## config.mk

```make
export PLATFORM = sky130hd
export DESIGN_NAME = s_mem_arbiter
export DESIGN_NICKNAME = d
export VERILOG_FILES = /design/src/rtl/s_mem_pkg.sv /design/src/rtl/s_mem_arbiter_fixed_prio_pick.sv /design/src/rtl/s_mem_arbiter.sv
export SDC_FILE = /design/constraint.sdc
export NUM_CORES = 1
export LEC_CHECK = 0
export BUFFER_PORTS_ARGS = -buffer_cell sky130_fd_sc_hd__buf_2
export CORE_ASPECT_RATIO = 1.2
export CORE_MARGIN = 5
export CORE_UTILIZATION = 43
export CTS_CLUSTER_DIAMETER = 150
export DETAILED_ROUTE_END_ITERATION = 8
export GPL_TIMING_DRIVEN = 1
export PLACE_DENSITY = 0.8
export SLEW_MARGIN = 10
export SYNTH_ARGS = -nofsm -noshare
export SYNTH_HDL_FRONTEND = slang
export SYNTH_HIERARCHICAL = 1
export SYNTH_SLANG_ARGS = --single-unit
```

## constraint.sdc

```tcl
create_clock -name clock -period 2.2 [get_ports clock]
set_clock_uncertainty 0.15 [all_clocks]
set_input_delay 0.11 -clock clock [delete_from_list [all_inputs] [get_ports clock]]
set_output_delay 0.11 -clock clock [all_outputs]
set_load 0.005 [all_outputs]
```

## src/rtl/s_mem_pkg.sv

```systemverilog
// Shared constants and types for the RC4 S-memory arbiter.
package s_mem_pkg;

  localparam int N_REQ = 3;
  localparam int AW    = 8;
  localparam int DW    = 8;

  // Requester indices; a lower index wins when several ask at once.
  localparam int REQ_INIT    = 0;
  localparam int REQ_SHUFFLE = 1;
  localparam int REQ_DECRYPT = 2;

  typedef enum logic {
    IDLE = 1'b0,
    OWN  = 1'b1
  } arb_state_t;

endpackage

```

## src/rtl/s_mem_arbiter_fixed_prio_pick.sv

```systemverilog
// Fixed-priority picker: lowest set request bit wins.
// Gives a one-hot grant, the binary index of the winner and an any-request flag.
module fixed_prio_pick #(
  parameter int N  = 3,
  parameter int IW = 2
) (
  input  logic [N-1:0]  req,
  output logic [N-1:0]  onehot,
  output logic [IW-1:0] idx,
  output logic          any
);

  // Scan from the top down so the lowest set index is the last to overwrite.
  always_comb begin
    onehot = '0;
    idx    = '0;
    any    = |req;
    for (int i = N - 1; i >= 0; i--) begin
      if (req[i]) begin
        onehot    = '0;
        onehot[i] = 1'b1;
        idx       = IW'(i);
      end
    end
  end

endmodule

```

## src/rtl/s_mem_arbiter.sv

```systemverilog
// Lock-based arbiter for the single-port 256x8 RC4 S-memory.
// A requester owns the RAM for a whole multi-access sequence; reads are
// returned one cycle later tagged to the requester that issued them.
module s_mem_arbiter #(
  parameter int N_REQ = s_mem_pkg::N_REQ,
  parameter int AW    = s_mem_pkg::AW,
  parameter int DW    = s_mem_pkg::DW
) (
  input  logic                clock,
  input  logic                restart,
  input  logic [N_REQ-1:0]    req,
  input  logic [N_REQ-1:0]    acc,
  input  logic [N_REQ-1:0]    wr,
  input  logic [N_REQ*AW-1:0] addr,
  input  logic [N_REQ*DW-1:0] wdata,
  output logic [N_REQ-1:0]    gnt,
  output logic [N_REQ-1:0]    rvalid,
  output logic [DW-1:0]       rdata,
  output logic [AW-1:0]       mem_address,
  output logic [DW-1:0]       mem_data,
  output logic                mem_wren,
  input  logic [DW-1:0]       mem_q,
  output logic                err
);

  import s_mem_pkg::*;

  localparam int IW = (N_REQ > 1) ? $clog2(N_REQ) : 1;

  arb_state_t       state_reg, state_next;
  logic [IW-1:0]    owner_reg;
  logic [N_REQ-1:0] owner_oh_reg;
  logic [N_REQ-1:0] pick_oh;
  logic [IW-1:0]    pick_idx;
  logic             pick_any;
  logic [N_REQ-1:0] gnt_int;
  logic             own_req, own_acc, own_wr;
  logic [AW-1:0]    own_addr;
  logic [DW-1:0]    own_wdata;
  logic             drive;
  logic [AW-1:0]    addr_hold_reg;
  logic [DW-1:0]    data_hold_reg;
  logic [N_REQ-1:0] rvalid_reg;
  logic             err_reg;

  fixed_prio_pick #(.N(N_REQ), .IW(IW)) u_pick (
    .req    (req),
    .onehot (pick_oh),
    .idx    (pick_idx),
    .any    (pick_any)
  );

  // Select the current owner's request, strobe and address/data lanes.
  always_comb begin
    own_req   = 1'b0;
    own_acc   = 1'b0;
    own_wr    = 1'b0;
    own_addr  = '0;
    own_wdata = '0;
    for (int i = 0; i < N_REQ; i++) begin
      if (owner_reg == IW'(i)) begin
        own_req   = req[i];
        own_acc   = acc[i];
        own_wr    = wr[i];
        own_addr  = addr[i*AW +: AW];
        own_wdata = wdata[i*DW +: DW];
      end
    end
  end

  // State register; the owner is captured only when leaving IDLE.
  always_ff @(posedge clock) begin
    if (restart) begin
      state_reg    <= IDLE;
      owner_reg    <= '0;
      owner_oh_reg <= '0;
    end else begin
      state_reg <= state_next;
      if (state_reg == IDLE && pick_any) begin
        owner_reg    <= pick_idx;
        owner_oh_reg <= pick_oh;
      end
    end
  end

  // Next state: IDLE always lasts at least one cycle between locks.
  always_comb begin
    state_next = state_reg;
    case (state_reg)
      IDLE:    if (pick_any) state_next = OWN;
      OWN:     if (!own_req) state_next = IDLE;
      default: state_next = IDLE;
    endcase
  end

  // Outputs: grant, RAM pins (held when idle) and broadcast read data.
  always_comb begin
    gnt_int     = (state_reg == OWN) ? owner_oh_reg : '0;
    drive       = (state_reg == OWN) && own_acc && !restart;
    gnt         = restart ? '0 : gnt_int;
    mem_wren    = drive && own_wr;
    mem_address = restart ? '0 : (drive ? own_addr  : addr_hold_reg);
    mem_data    = restart ? '0 : (drive ? own_wdata : data_hold_reg);
    rvalid      = restart ? '0 : rvalid_reg;
    rdata       = mem_q;
    err         = err_reg;
  end

  // Remember the last driven address/data so idle cycles do not glitch the pins.
  always_ff @(posedge clock) begin
    if (restart) begin
      addr_hold_reg <= '0;
      data_hold_reg <= '0;
    end else if (drive) begin
      addr_hold_reg <= own_addr;
      data_hold_reg <= own_wdata;
    end
  end

  // Tag each read with its issuer so data arriving after release still routes.
  always_ff @(posedge clock) begin
    if (restart) rvalid_reg <= '0;
    else         rvalid_reg <= (drive && !own_wr) ? owner_oh_reg : '0;
  end

  // Sticky flag for any strobe from a requester that does not hold the lock.
  always_ff @(posedge clock) begin
    if (restart) err_reg <= 1'b0;
    else         err_reg <= err_reg | (|(acc & ~gnt_int));
  end

endmodule

```

Word-level counts from Yosys, hierarchy flattened
Index checks and enable logic that the tools add are counted.
W data, S select, Z words.
{"block": "classes", "reduce_logical": 11, "n_shift": 0, "muxes": 31, "n_eq_ne": 2, "add_sub_neg": 0, "bitwise": 5, "n_mul": 0, "n_lt_le_gt_ge": 0, "div_mod_pow": 0}
{"operator": "$mux W8", "count": 10}
{"operator": "$mux W3", "count": 6}
{"operator": "$mux W1", "count": 11}
{"operator": "$mux W2", "count": 3}
{"operator": "$reduce_or A3 Y1", "count": 2}
{"operator": "$logic_and A1 B1 Y1", "count": 5}
{"operator": "$and A3 B3 Y3", "count": 1}
{"operator": "$not A3 Y3", "count": 1}
{"operator": "$eq A2 B1 Y1 const B", "count": 1}
{"operator": "$eq A2 B2 Y1 const B", "count": 1}
{"operator": "$logic_not A1 Y1", "count": 2}
{"operator": "$logic_not A2 Y1", "count": 1}
{"operator": "$not A1 Y1", "count": 2}
{"operator": "$pmux W1 S2", "count": 1}
{"operator": "$reduce_or A2 Y1", "count": 1}
{"operator": "$or A1 B1 Y1", "count": 1}
{"block": "word_totals", "ff_bits": 26, "rom_bits": 0, "in_bits": 67, "latchBits": 0, "mem_count": 0, "ram_bits": 0}

Depth between registers and ports, before layout
{"block": "depth", "depth_word": 9, "mapped_depth": 6, "mapped_depth_nobuf": 4}

By module
The synthesis kept the hierarchy.
{"mod": "s_mem_arbiter", "area_per_inst_um2": 1584.0, "instances": 1, "cells_per_inst": 155}
{"mod": "fixed_prio_pick", "area_per_inst_um2": 42.5, "instances": 1, "cells_per_inst": 6}

Worst setup path before layout
Ideal clock, no wire load.
{"block": "synth_path", "kind": "flip-flop to output port", "startpoint": "reg owner_reg[0]", "endpoint": "out mem_address[0]", "arrival_ns": 1.295, "stages_incl_launch_ff": 5, "t_required_ns": 1.940, "setup_slack_ns": 0.645, "cell_sequence": "dfxtp_1 > mux2_4 > a21o_4 > buf_6 > a211oi_2"}
{"block": "synth_between", "elab_chain_len": 8}
{"item": "start, declared", "line_no": "s_mem_arbiter.sv:31", "text": "logic [IW-1:0] owner_reg;"}
{"item": "start signal, assigned", "line_no": "s_mem_arbiter.sv:80", "text": "owner_reg <= pick_idx;"}
{"item": "$logic_not A2 Y1", "line_no": "s_mem_arbiter.sv:61", "text": "if (owner_reg == IW'(i)) begin"}
{"item": "$mux W1 (3 in a row)", "line_no": "s_mem_arbiter.sv:61"}
{"item": "$logic_and A1 B1 Y1 (2 in a row)", "line_no": "s_mem_arbiter.sv:99", "text": "drive = (state_reg == OWN) && own_acc && !restart;"}
{"item": "$mux W8 * (2 in a row)"}
{"item": "end, declared", "line_no": "s_mem_arbiter.sv:19", "text": "output logic [AW-1:0] mem_address,"}
Mark *: on every way between the ends. The rest lies on a longest branch, timed or not.

Worst setup path after layout
{"block": "layout_path", "startpoint": "in acc[0]", "endpoint": "out mem_data[7]"}
{"block": "layout_between", "elab_chain_len": 7}
{"item": "start, declared", "line_no": "s_mem_arbiter.sv:12", "text": "input logic [N_REQ-1:0] acc,"}
{"item": "$mux W1 (3 in a row)", "line_no": "s_mem_arbiter.sv:61"}
{"item": "$logic_and A1 B1 Y1 (2 in a row)", "line_no": "s_mem_arbiter.sv:99"}
{"item": "$mux W8 (2 in a row)"}
{"item": "end, declared", "line_no": "s_mem_arbiter.sv:20", "text": "output logic [DW-1:0] mem_data,"}
No other way between the ends.

==> metrics <==
met2 routed WL=around 2.1 mm; drt initial violations=46; final instance area=around 0.0021 mm^2; CTS max path bufs=2; critical path endpoint=mem_data[7]; post-DR vias/cell=roughly 5.2; post-synthesis cell area=approximately 0.0016 mm^2; DRC=0; post-synthesis cell type count=26; Syn Area/Cell=a little over 10 um^2; fmax=about 0.45 GHz; full die area=around 0.0051 mm^2; Worst-Skew Late Latency=between 0.2 and 0.3 ns; Reg2Reg Capture Point=data_hold_reg[7]; crit path time final=between 2 and 2.5 ns; Worst Hold Class=in -> reg; sequential share of the synthesized area=roughly a third; reg2reg start=owner_reg[0]; pin slew with the least headroom to its limit=0.6697 ns; critical path's slowest cell=dlygate4sd3_1; CP startpoint=acc[0]; cts bufs inserted=3; # diodes=0; Metal-1 WL=around 1.7 mm; switching power=0.3165 mW; placer congestion estimate=about 0.85; Buf/Inv on CP=3; run status=finished with violations; Detail Placement HPWL=between 3 and 4 mm; CP cell instances=dlygate4sd3_1 -> buf_2 -> mux2_4 -> a21o_4 -> a211oi_1 -> buf_2; setup bufs post-CTS=0; WS Path Type=in -> out; Worst EP arrival=roughly 1.9 ns; max_cap viols=0; layout cells sized above 1=approximately 58%; VDD IR max=~570 uV; Clk pwr share=around a third; syn_nets=approximately 230; Final period util=100.2%; area post-placement=~0.0019 mm^2; first-pass GRT wire length=between 6 and 7 mm; CP Capture Type=output port; Sink Count=26; Via Count=approximately 1500; final wirelength=4.286 mm; synth warn=6; area of the core=about 0.0036 mm^2; metal3 WL=433 um; setup ws final=-0.004893 ns; FP Rows=24; Worst Path Max Fanout=19; Max Transition Viols Final=0; Overflow after GRT=0; final net count=slightly below 300; fin cells=approximately 280; most frequent cells in the layout=82 x buf_2, 24 x dfxtp_1, 18 x a22oi_1, 18 x a211oi_1, 17 x mux2_2; CTS root buf=clkbuf_8; setup TNS=-0.004893 ns; drt pass-1 iters=4; total track usage=between 10% and 20%; CP Launch Type=input port; combinational share of power=24.9%; Power, Total=approximately 1.2 mW; Hold Crit Start=acc[1]; switching part of the total=roughly a quarter; initial antenna violation count=0; vias in the first global route=~1400; Initial Util=around 45%; commonest non-fill, non-tap cell in the layout=buf_2; pwr dens=about 580 mW/mm^2; Worst-path clk slew=approximately 0.08 ns; Die H=just under 80 um; Layout area overhead=28.38%; #FFs+latches synth=26; Crit path max-delay family=buffers and inverters; most frequent cell on the critical path=buf_2; worst endpoint required time=1.94 ns; reg2reg path depth=3; Cells after DPL=roughly 270; I/O pin total=slightly below 100; # port buffers=82; CTS tree=done; P_int=~0.90 mW; Final Hold Fails=0; relative slew slack=55.35%; DR WL/cell=roughly 15 um; largest net degree at the start of global routing=28; failing checks=negative setup slack; Worst path depth=6; Top Layer Used=met4; final setup fails=1; CTS HTree Levels=1; R2R Setup Slk=around 0.51 ns; Routed Antenna Nets=0; Die X=66.15 um; sequential share of power=between 40 and 50%; critical path's largest stage delay=0.53 ns; Cells after Synth=roughly 160; leakage=roughly 0.95 nW
## kinds of logic after synthesis
family,Yosys count,share of synthesized area [%]
AO/OA/AOI/OAI,56,29.15
flip-flops,26,32.00
AND/OR/NAND/NOR,27,9.923
multiplexers,24,16.38
buffers and inverters,28,12.54
## worst min-delay path, stage by stage
cell	delay, ns
buf_2	0.10
a22oi_1	0.07
a21oi_1	0.12
## synth_stat cells
cell type | n | area (um^2)
buf_6 | 3 | 33.78
mux2_2 | 17 | 191.4
buf_12 | 1 | 20.02
mux2i_1 | 6 | 60.06
and4b_1 | 1 | 10.01
a211oi_2 | 10 | 125.1
nor2b_1 | 7 | 43.79
clkinv_1 | 1 | 3.750
and2_1 | 3 | 18.77
mux2_4 | 1 | 15.01
nor3b_1 | 4 | 30.03
a22oi_1 | 19 | 142.6
and3b_2 | 1 | 10.01
nor2_1 | 6 | 22.52
clkbuf_1 | 4 | 15.01
clkbuf_8 | 1 | 13.76
nand2_1 | 3 | 11.26
and2b_2 | 1 | 8.760
a211oi_1 | 23 | 172.7
o2bb2ai_1 | 1 | 8.760
or3_1 | 1 | 6.260
buf_2 | 7 | 35.03
a21oi_1 | 2 | 10.01
dfxtp_1 | 26 | 520.5
a21o_4 | 1 | 15.01
buf_4 | 11 | 82.58
## what timing repair did
action	4_1_cts	5_1_grt
gates cloned	0	1
setup endpoints to repair	2	12
endpoints found under the hold margin	2	0
hold buffers	2	0
gates resized for setup	1	9
## per-stage QoR
stage	utilization, %	setup WS [ns]	hold slack [ns]
4_1_cts	56.13	0.02306	0.009377
3_5_place_dp	53.58	0.2749	0.07003
6_report	57.47	-0.004893	0.01414
5_1_grt	57.47	-0.07172	0.06183
2_1_floorplan	-	0.6448	0.1442
3_3_place_gp	53.58	0.3564	0.07003
## how the worst min path moves through the flow
stage                    end  cells after the start  slack, ns
floorplan                err                      2       0.14
global placement    rdata[0]                      0       0.07
detailed placement  rdata[0]                      0       0.07
CTS                      err                      3      0.009
global route             err                      3       0.06
finish                   err                      3       0.01
## final cells by class
class | instances | area (um^2)
clock buffers | 3 | 41.29
inverters | 1 | 3.754
clock inverters | 1 | 30.03
flip-flops and latches | 26 | 523.0
multi-input cells | 108 | 949.7
repair buffers | 90 | 475.5
well taps | 52 | 65.06
fillers | 329 | 1545
## routing by layer
layer | track usage, % | vias to the layer above
li1 | - | 738
met1 | 17.76 | 662
met2 | 28.40 | 64
met3 | 5.202 | 5
met4 | 3.659 | 0
met5 | 0 | -
## power by group through the flow
stage	sequential, mW	combinational [mW]	clock (mW)
2_1_floorplan	0.524	0.209	0
3_3_place_gp	0.531	0.281	0
3_5_place_dp	0.531	0.286	0
4_1_cts	0.521	0.290	0.403
5_1_grt	0.525	0.336	0.421
6_report	0.521	0.304	0.395
(Power assumes the default switching activity.)
